[src/rtl/pipe_rca_pkg.sv]
// pipe_rca_pkg
// Shared constants for the pipelined ripple-carry adder: default operand
// width, default slice width, and the stage-count helper used by the top.
package pipe_rca_pkg;

  localparam int PIPE_RCA_WIDTH = 16;
  localparam int PIPE_RCA_SLICE = 4;

  // Number of pipeline stages for a given operand and slice width.
  function automatic int stage_count(input int width, input int slice);
    return width / slice;
  endfunction

endpackage

[src/rtl/full_adder.sv]
// full_adder
// Single-bit full-adder cell.
// Ports:
//   a_i, b_i, cin_i : addend bits and carry-in
//   sum_o, cout_o   : sum bit and carry-out
module full_adder (
  input  logic a_i,
  input  logic b_i,
  input  logic cin_i,
  output logic sum_o,
  output logic cout_o
);

  assign sum_o  = a_i ^ b_i ^ cin_i;
  assign cout_o = (a_i & b_i) | (cin_i & (a_i ^ b_i));

endmodule

[src/rtl/rca_slice.sv]
// rca_slice
// Combinational W-bit ripple-carry adder built from full_adder cells.
// Ports:
//   a_i, b_i : W-bit addends
//   cin_i    : carry into bit 0
//   sum_o    : W-bit sum
//   cout_o   : carry out of bit W-1
//   cmsb_o   : carry into bit W-1 (used for signed overflow at the top slice)
module rca_slice #(
  parameter int W = 4
) (
  input  logic [W-1:0] a_i,
  input  logic [W-1:0] b_i,
  input  logic         cin_i,
  output logic [W-1:0] sum_o,
  output logic         cout_o,
  output logic         cmsb_o
);

  logic [W:0] carry;

  assign carry[0] = cin_i;

  for (genvar i = 0; i < W; i++) begin : g_bit
    full_adder u_fa (
      .a_i    (a_i[i]),
      .b_i    (b_i[i]),
      .cin_i  (carry[i]),
      .sum_o  (sum_o[i]),
      .cout_o (carry[i+1])
    );
  end

  assign cout_o = carry[W];
  assign cmsb_o = carry[W-1];

endmodule

[src/rtl/pipe_rca.sv]
// pipe_rca
// Pipelined ripple-carry adder/subtractor. Each stage adds one SLICE-bit
// slice and registers its partial result, so no combinational path spans
// more than one slice. Valid/ready handshake on both sides; the whole pipe
// advances together whenever in_ready is high.
// Ports:
//   clk, rst            : clock, asynchronous active-high reset
//   in_valid, in_ready  : input handshake
//   a, b, cin, sub      : operands, carry-in (add only), 1 = subtract
//   out_valid, out_ready: output handshake
//   sum, cout, ovf      : result, carry out (no-borrow when subtracting),
//                         signed overflow
module pipe_rca
  import pipe_rca_pkg::*;
#(
  parameter int WIDTH = PIPE_RCA_WIDTH,
  parameter int SLICE = PIPE_RCA_SLICE
) (
  input  logic             clk,
  input  logic             rst,
  input  logic             in_valid,
  output logic             in_ready,
  input  logic [WIDTH-1:0] a,
  input  logic [WIDTH-1:0] b,
  input  logic             cin,
  input  logic             sub,
  output logic             out_valid,
  input  logic             out_ready,
  output logic [WIDTH-1:0] sum,
  output logic             cout,
  output logic             ovf
);

  localparam int STAGES = stage_count(WIDTH, SLICE);

  // Per-stage registers. Operands are stored pre-shifted so that each stage
  // always consumes the low SLICE bits; the sum is shifted in from the top
  // so it lands in place after the last stage.
  logic             v_q    [STAGES];
  logic             c_q    [STAGES];
  logic             cmsb_q [STAGES];
  logic             sub_q  [STAGES];
  logic [WIDTH-1:0] a_q    [STAGES];
  logic [WIDTH-1:0] b_q    [STAGES];
  logic [WIDTH-1:0] s_q    [STAGES];

  logic             v_d    [STAGES];
  logic             c_d    [STAGES];
  logic             cmsb_d [STAGES];
  logic             sub_d  [STAGES];
  logic [WIDTH-1:0] a_d    [STAGES];
  logic [WIDTH-1:0] b_d    [STAGES];
  logic [WIDTH-1:0] s_d    [STAGES];

  assign in_ready = !v_q[STAGES-1] || out_ready;

  for (genvar k = 0; k < STAGES; k++) begin : g_stage
    logic [WIDTH-1:0] a_in;
    logic [WIDTH-1:0] b_in;
    logic [WIDTH-1:0] s_in;
    logic             v_in;
    logic             sub_in;
    logic             c_in;
    logic [SLICE-1:0] b_slice;
    logic [SLICE-1:0] s_slice;
    logic             c_out;
    logic             c_msb;

    if (k == 0) begin : g_first
      assign a_in   = a;
      assign b_in   = b;
      assign s_in   = '0;
      assign v_in   = in_valid;
      assign sub_in = sub;
      // Subtract is a + ~b + 1, so cin is replaced by a forced 1.
      assign c_in   = sub ? 1'b1 : cin;
    end else begin : g_next
      assign a_in   = a_q[k-1];
      assign b_in   = b_q[k-1];
      assign s_in   = s_q[k-1];
      assign v_in   = v_q[k-1];
      assign sub_in = sub_q[k-1];
      assign c_in   = c_q[k-1];
    end

    assign b_slice = sub_in ? ~b_in[SLICE-1:0] : b_in[SLICE-1:0];

    rca_slice #(.W(SLICE)) u_slice (
      .a_i    (a_in[SLICE-1:0]),
      .b_i    (b_slice),
      .cin_i  (c_in),
      .sum_o  (s_slice),
      .cout_o (c_out),
      .cmsb_o (c_msb)
    );

    assign v_d[k]    = v_in;
    assign c_d[k]    = c_out;
    assign cmsb_d[k] = c_msb;
    assign sub_d[k]  = sub_in;
    assign a_d[k]    = a_in >> SLICE;
    assign b_d[k]    = b_in >> SLICE;
    assign s_d[k]    = (s_in >> SLICE) | (WIDTH'(s_slice) << (WIDTH - SLICE));
  end

  always_ff @(posedge clk or posedge rst) begin
    if (rst) begin
      for (int k = 0; k < STAGES; k++) begin
        v_q[k]    <= 1'b0;
        c_q[k]    <= 1'b0;
        cmsb_q[k] <= 1'b0;
        sub_q[k]  <= 1'b0;
        a_q[k]    <= '0;
        b_q[k]    <= '0;
        s_q[k]    <= '0;
      end
    end else if (in_ready) begin
      for (int k = 0; k < STAGES; k++) begin
        v_q[k]    <= v_d[k];
        c_q[k]    <= c_d[k];
        cmsb_q[k] <= cmsb_d[k];
        sub_q[k]  <= sub_d[k];
        a_q[k]    <= a_d[k];
        b_q[k]    <= b_d[k];
        s_q[k]    <= s_d[k];
      end
    end
  end

  assign out_valid = v_q[STAGES-1];
  assign sum       = s_q[STAGES-1];
  assign cout      = c_q[STAGES-1];
  assign ovf       = c_q[STAGES-1] ^ cmsb_q[STAGES-1];

endmodule

[config.mk]
export PLATFORM = sky130hd
export DESIGN_NAME = pipe_rca
export DESIGN_NICKNAME = d
export VERILOG_FILES = /design/src/rtl/pipe_rca_pkg.sv /design/src/rtl/full_adder.sv /design/src/rtl/rca_slice.sv /design/src/rtl/pipe_rca.sv
export SDC_FILE = /design/constraint.sdc
export NUM_CORES = 1
export LEC_CHECK = 0
export CAP_MARGIN = 15
export CELL_PAD_IN_SITES_DETAIL_PLACEMENT = 1
export CELL_PAD_IN_SITES_GLOBAL_PLACEMENT = 2
export CORE_UTILIZATION = 45
export CTS_BUF_LIST = sky130_fd_sc_hd__clkbuf_16
export CTS_CLUSTER_SIZE = 16
export DETAILED_ROUTE_END_ITERATION = 6
export DONT_BUFFER_PORTS = 1
export GPL_TIMING_DRIVEN = 0
export PLACE_DENSITY_LB_ADDON = 0.1
export SKIP_LAST_GASP = 1
export SLEW_MARGIN = 10
export SYNTH_ARGS = -nofsm -noshare
export SYNTH_HDL_FRONTEND = slang
export SYNTH_SLANG_ARGS = --single-unit
export TNS_END_PERCENT = 50
[constraint.sdc]
create_clock -name clk -period 3.8 [get_ports clk]
set_input_delay 0.76 -clock clk [delete_from_list [all_inputs] [get_ports clk]]
set_output_delay 0.76 -clock clk [all_outputs]
set_load 0.02 [all_outputs]
# Yosys cells after proc, flatten, opt, wreduce, memory -nomap -nowiden
# Index checks and enable logic that the tools add are counted.
# totals
regBits	112
inputBits	38
output_inout_bits	20
word_cells	117
# classes
n_mux	5
bitwise	88
reduce_logical	2
# op_table
operator	n
$or A12 B16 Y16	3
$xor A1 B1 Y1	33
$and A1 B1 Y1	32
$mux W4	4
$not A4 Y4	4
$or A1 B1 Y1	16
$logic_not A1 Y1	1
$logic_or A1 B1 Y1	1
$mux W1	1

# Depth between registers and ports, before layout
# logic_depth
word_depth	11
depth_mapped	10
ltp_nobuf	9

# Hierarchy
# Synthesis repeated with hierarchy kept, for this count alone.
# unflattened
hier_cells	251
area_unflattened_um2	4662.0
# by_module_without_submodules
mod	n_inst	cells_per_inst	area_each_um2	seq_area_each_um2
pipe_rca	1	235	4341.7	2502.4
full_adder	16	1	20.0	0.0

# Worst setup path after synthesis
# OpenSTA, ideal clock, no wires.
# synth_timing
path_type	in2reg
from	input port sub
to	register s_q, in the netlist g_stage[1].s_in[15]
setup_time_ps	125
t_arrival_ps	2991
required_time_ps	3675
slack_ps	684
cell_stages	8
n_path_buf	1
cell_sequence	clkbuf_1 xnor2_1 fa_1 fa_1 fa_1 inv_1 fa_1 mux2_4
# synth_via
elab_chain_len	9
word_cells_on_any_way	16
cone_classes	mux: 2; bitwise: 14
# synth_rtl
item	line_no	rtl
from (decl)	pipe_rca.sv:26	input logic sub,
$mux W4	pipe_rca.sv:86	assign b_slice = sub_in ? ~b_in[SLICE-1:0] : b_in[SLICE-1:0];
$xor A1 B1 Y1	full_adder.sv:15	assign cout_o = (a_i & b_i) | (cin_i & (a_i ^ b_i));
$and A1 B1 Y1	full_adder.sv:15	
$or A1 B1 Y1	full_adder.sv:15	
$and A1 B1 Y1	full_adder.sv:15	
$or A1 B1 Y1	full_adder.sv:15	
$and A1 B1 Y1	full_adder.sv:15	
$or A1 B1 Y1	full_adder.sv:15	
$xor A1 B1 Y1 (*)	full_adder.sv:14	assign sum_o = a_i ^ b_i ^ cin_i;
net g_stage[0].u_slice.g_bit[3].u_fa.sum_o	full_adder.sv:10	output logic sum_o,
to (signal, indexed assignment)	pipe_rca.sv:125	s_q[k] <= s_d[k];
to (decl)	pipe_rca.sv:45	logic [WIDTH-1:0] s_q [STAGES];
# The timed path passes the listed nets; every way through them passes the cells marked *.
# A chain may end at the register's enable or synchronous reset.

# Worst setup path in the final report
# Ends and elaborated chain as after synthesis.

==> flow_summary.toml <==
[detailed_routing]
drt_pass1_iterations = 4
drc = 0
via_per_inst = 4.993
wire_per_inst_um = 19.23
drt_iter0_drc = 32
drt_wl_total_um = 8268
vias = 2147
drtAntennaViolNets = 0

[power]
p_leak_nw = 2.407
p_per_area_nw_per_um2 = 917.7
peakVddDrop_uv = 359.5
power_mw = 4.685

[timing]
finalCritPeriodShare_pct = 76.41
fmax_ghz = 0.3444
finalSetupViolCount = 0
finalCriticalPeriod_ns = 2.904
finClkSkew_ns = 0.007049
rsz0062_at_grt = "false"
finalMaxSlewViolations = 0
maxSlewHeadroom_pct = 65.59
fin_tns_setup_ns = 0
tightestPinTransition_ns = 0.5162
finalHoldViolCount = 0

[worst_setup_path]
worstPathArrival_ns = 3.13
path_max_fanout = 6
critPathLaunchType = "input port"
crit_path_end_kind = "flip-flop"
worstSetupPathType = "in2reg"
crit_required_ns = 4.03
r2r_setup_slack_ns = 0.95

[floorplan]
dieArea_um2 = 10680
start_util_pct = 46.83
io_pins = 58
rows = 36
die_y_um = 103.3
core-area_um2 = 9864
die_x_um = 103.3

[placed_design]
portBuffers = 0
place_congestion = 0.7023
dp_hpwl_um = 5593

[logic_synthesis]
ys_ff_latch = 100
yosysTopAreaCell = "dfrtp_1"
synth_cell_types = 15
ys_warn_count = 0
synth.area.top_cells = "dfrtp_1 54%, mux2_4 25%, fa_1 6.9%"
syn_inst = 280
synth_area_um2 = 4619
seq_area_frac_synth_pct = 54.17
synth_area_per_cell_um2 = 16.50
yosysTopAreaCellShare_pct = 54.17
syn-num-nets = 334

[final_layout]
layout_commonest_cell = "dfrtp_1"
layout-area-overhead-vs-synth_pct = 10.51
final_layout_size_suffix_gt1_share_pct = 39.06
n_antenna_cell = 0
nets = 346
final_cell_mix = "100 x dfrtp_1, 77 x mux2_4, 20 x inv_1"

[clock_tree]
cts_tree = "done"
htree_levels = 3
cts.sinks = 100
cts_buffer_depth = 2
insertion_delay_ns = 0.34
numCtsBuffers = 9
cts_setup_buffers = 0
cts-root-buf = "clkbuf_16"
cts_resized = 0
clk_pin_slew_ns = 0.07
cts_hold_buf = 0

[grt]
grt_overflow_total = 0
first_global_vias = 2380
grt_start_max_net_pins = 64
grt_pass1_wl_um = 13430
grtUsageTotal_pct = 17.63
antenna_found_initial = 0

[status]
status = "completed"

[flow_run]
cap_violations = 0

[worst_hold_path]
hold_path_class = "in2async"
stage by stage:
| step | cell area [um2] | util [%] | setup slack (ns) | hold slack [ns] | cells |
|---|---|---|---|---|---|
| after floorplan | 4619 | - | 0.4212 | 0.4349 | 280 |
| after global placement | 4786 | 48.52 | -0.7346 | 0.4594 | 413 |
| after detailed placement | 4818 | 48.85 | 0.5321 | 0.4743 | 414 |
| after CTS | 5105 | 51.75 | 0.8959 | 0.2819 | 430 |
| after global routing | 5105 | 51.75 | 0.7335 | 0.2921 | 430 |
| final | 5105 | 51.75 | 0.8965 | 0.2741 | 430 |
final timing paths:
check                      cells past startpoint              start             endpoint
max                                            8                sub  g_stage[1].s_in[15]
min                                            1                rst      g_stage[1].v_in
max reg2reg                                    9  g_stage[1].sub_in  g_stage[2].s_in[15]
min reg2reg                                    1    g_stage[3].v_in            out_valid
max in group asynchronous                      2                rst              sum[14]
min in group clk                               1    g_stage[3].v_in            out_valid
report_power, final:
group          internal [mW]  switching [mW]  total, mW  leakage (nW)
logic                   1.10           0.720       1.82          1.11
registers               1.54           0.435       1.98          1.15
clock network          0.502           0.386      0.889         0.145
registers in the layout, indices dropped and copies added (netlist names):
name	count
g_stage.c_in	3
g_stage.v_in	3
cout	1
cmsb_q	1
g_stage.a_in	24
sum	16
g_stage.sub_in	3
g_stage.s_in	24
out_valid	1
g_stage.b_in	24
layout make-up:
class	count	area, um2
flip-flops and latches	100	2502
fillers	944	4760
inverters	18	72.57
clock buffers	9	225.2
repair buffers	1	27.53
multi-input cells	145	1909
clock inverters	7	61.31
plain buffers	17	140.1
well taps	133	166.4
cell usage after synthesis:
cell type and instances:
clkbuf_1 6, mux2_2 12, a21oi_1 10, fa_1 16, mux2_4 77, xnor2_1 9, dfrtp_1 100, nand2b_1 1
nor3b_1 10, buf_6 10, inv_1 18, xor2_1 8, nand2b_4 1, nor2_1 1, buf_2 1
metal layers:
metal / routed length (um) / track usage (%) / vias up
met5: 0 / 0 / -
met2: 3982 / 27.49 / 42
met1: 3893 / 24.61 / 1136
met3: 280 / 3.091 / 10
li1: - / - / 959
met4: 112 / 7.151 / 0
worst max-delay path: stages:
cell and delay, ns:
clkbuf_1 0.28, xnor2_1 0.15, fa_1 0.44, fa_1 0.39, fa_1 0.36, inv_1 0.07, fa_1 0.41, mux2_4 0.26
logic make-up after synthesis:
kind of cell             synth area share [%]
flip-flops                              54.17
multiplexers                            27.95
buffers and inverters                   4.496
XOR/XNOR                                3.223
adder cells (fa/ha/maj)                 6.934
AND/OR/NAND/NOR                         2.140
AO/OA/AOI/OAI                           1.083
Note: power is estimated with default switching activity, not from simulation.
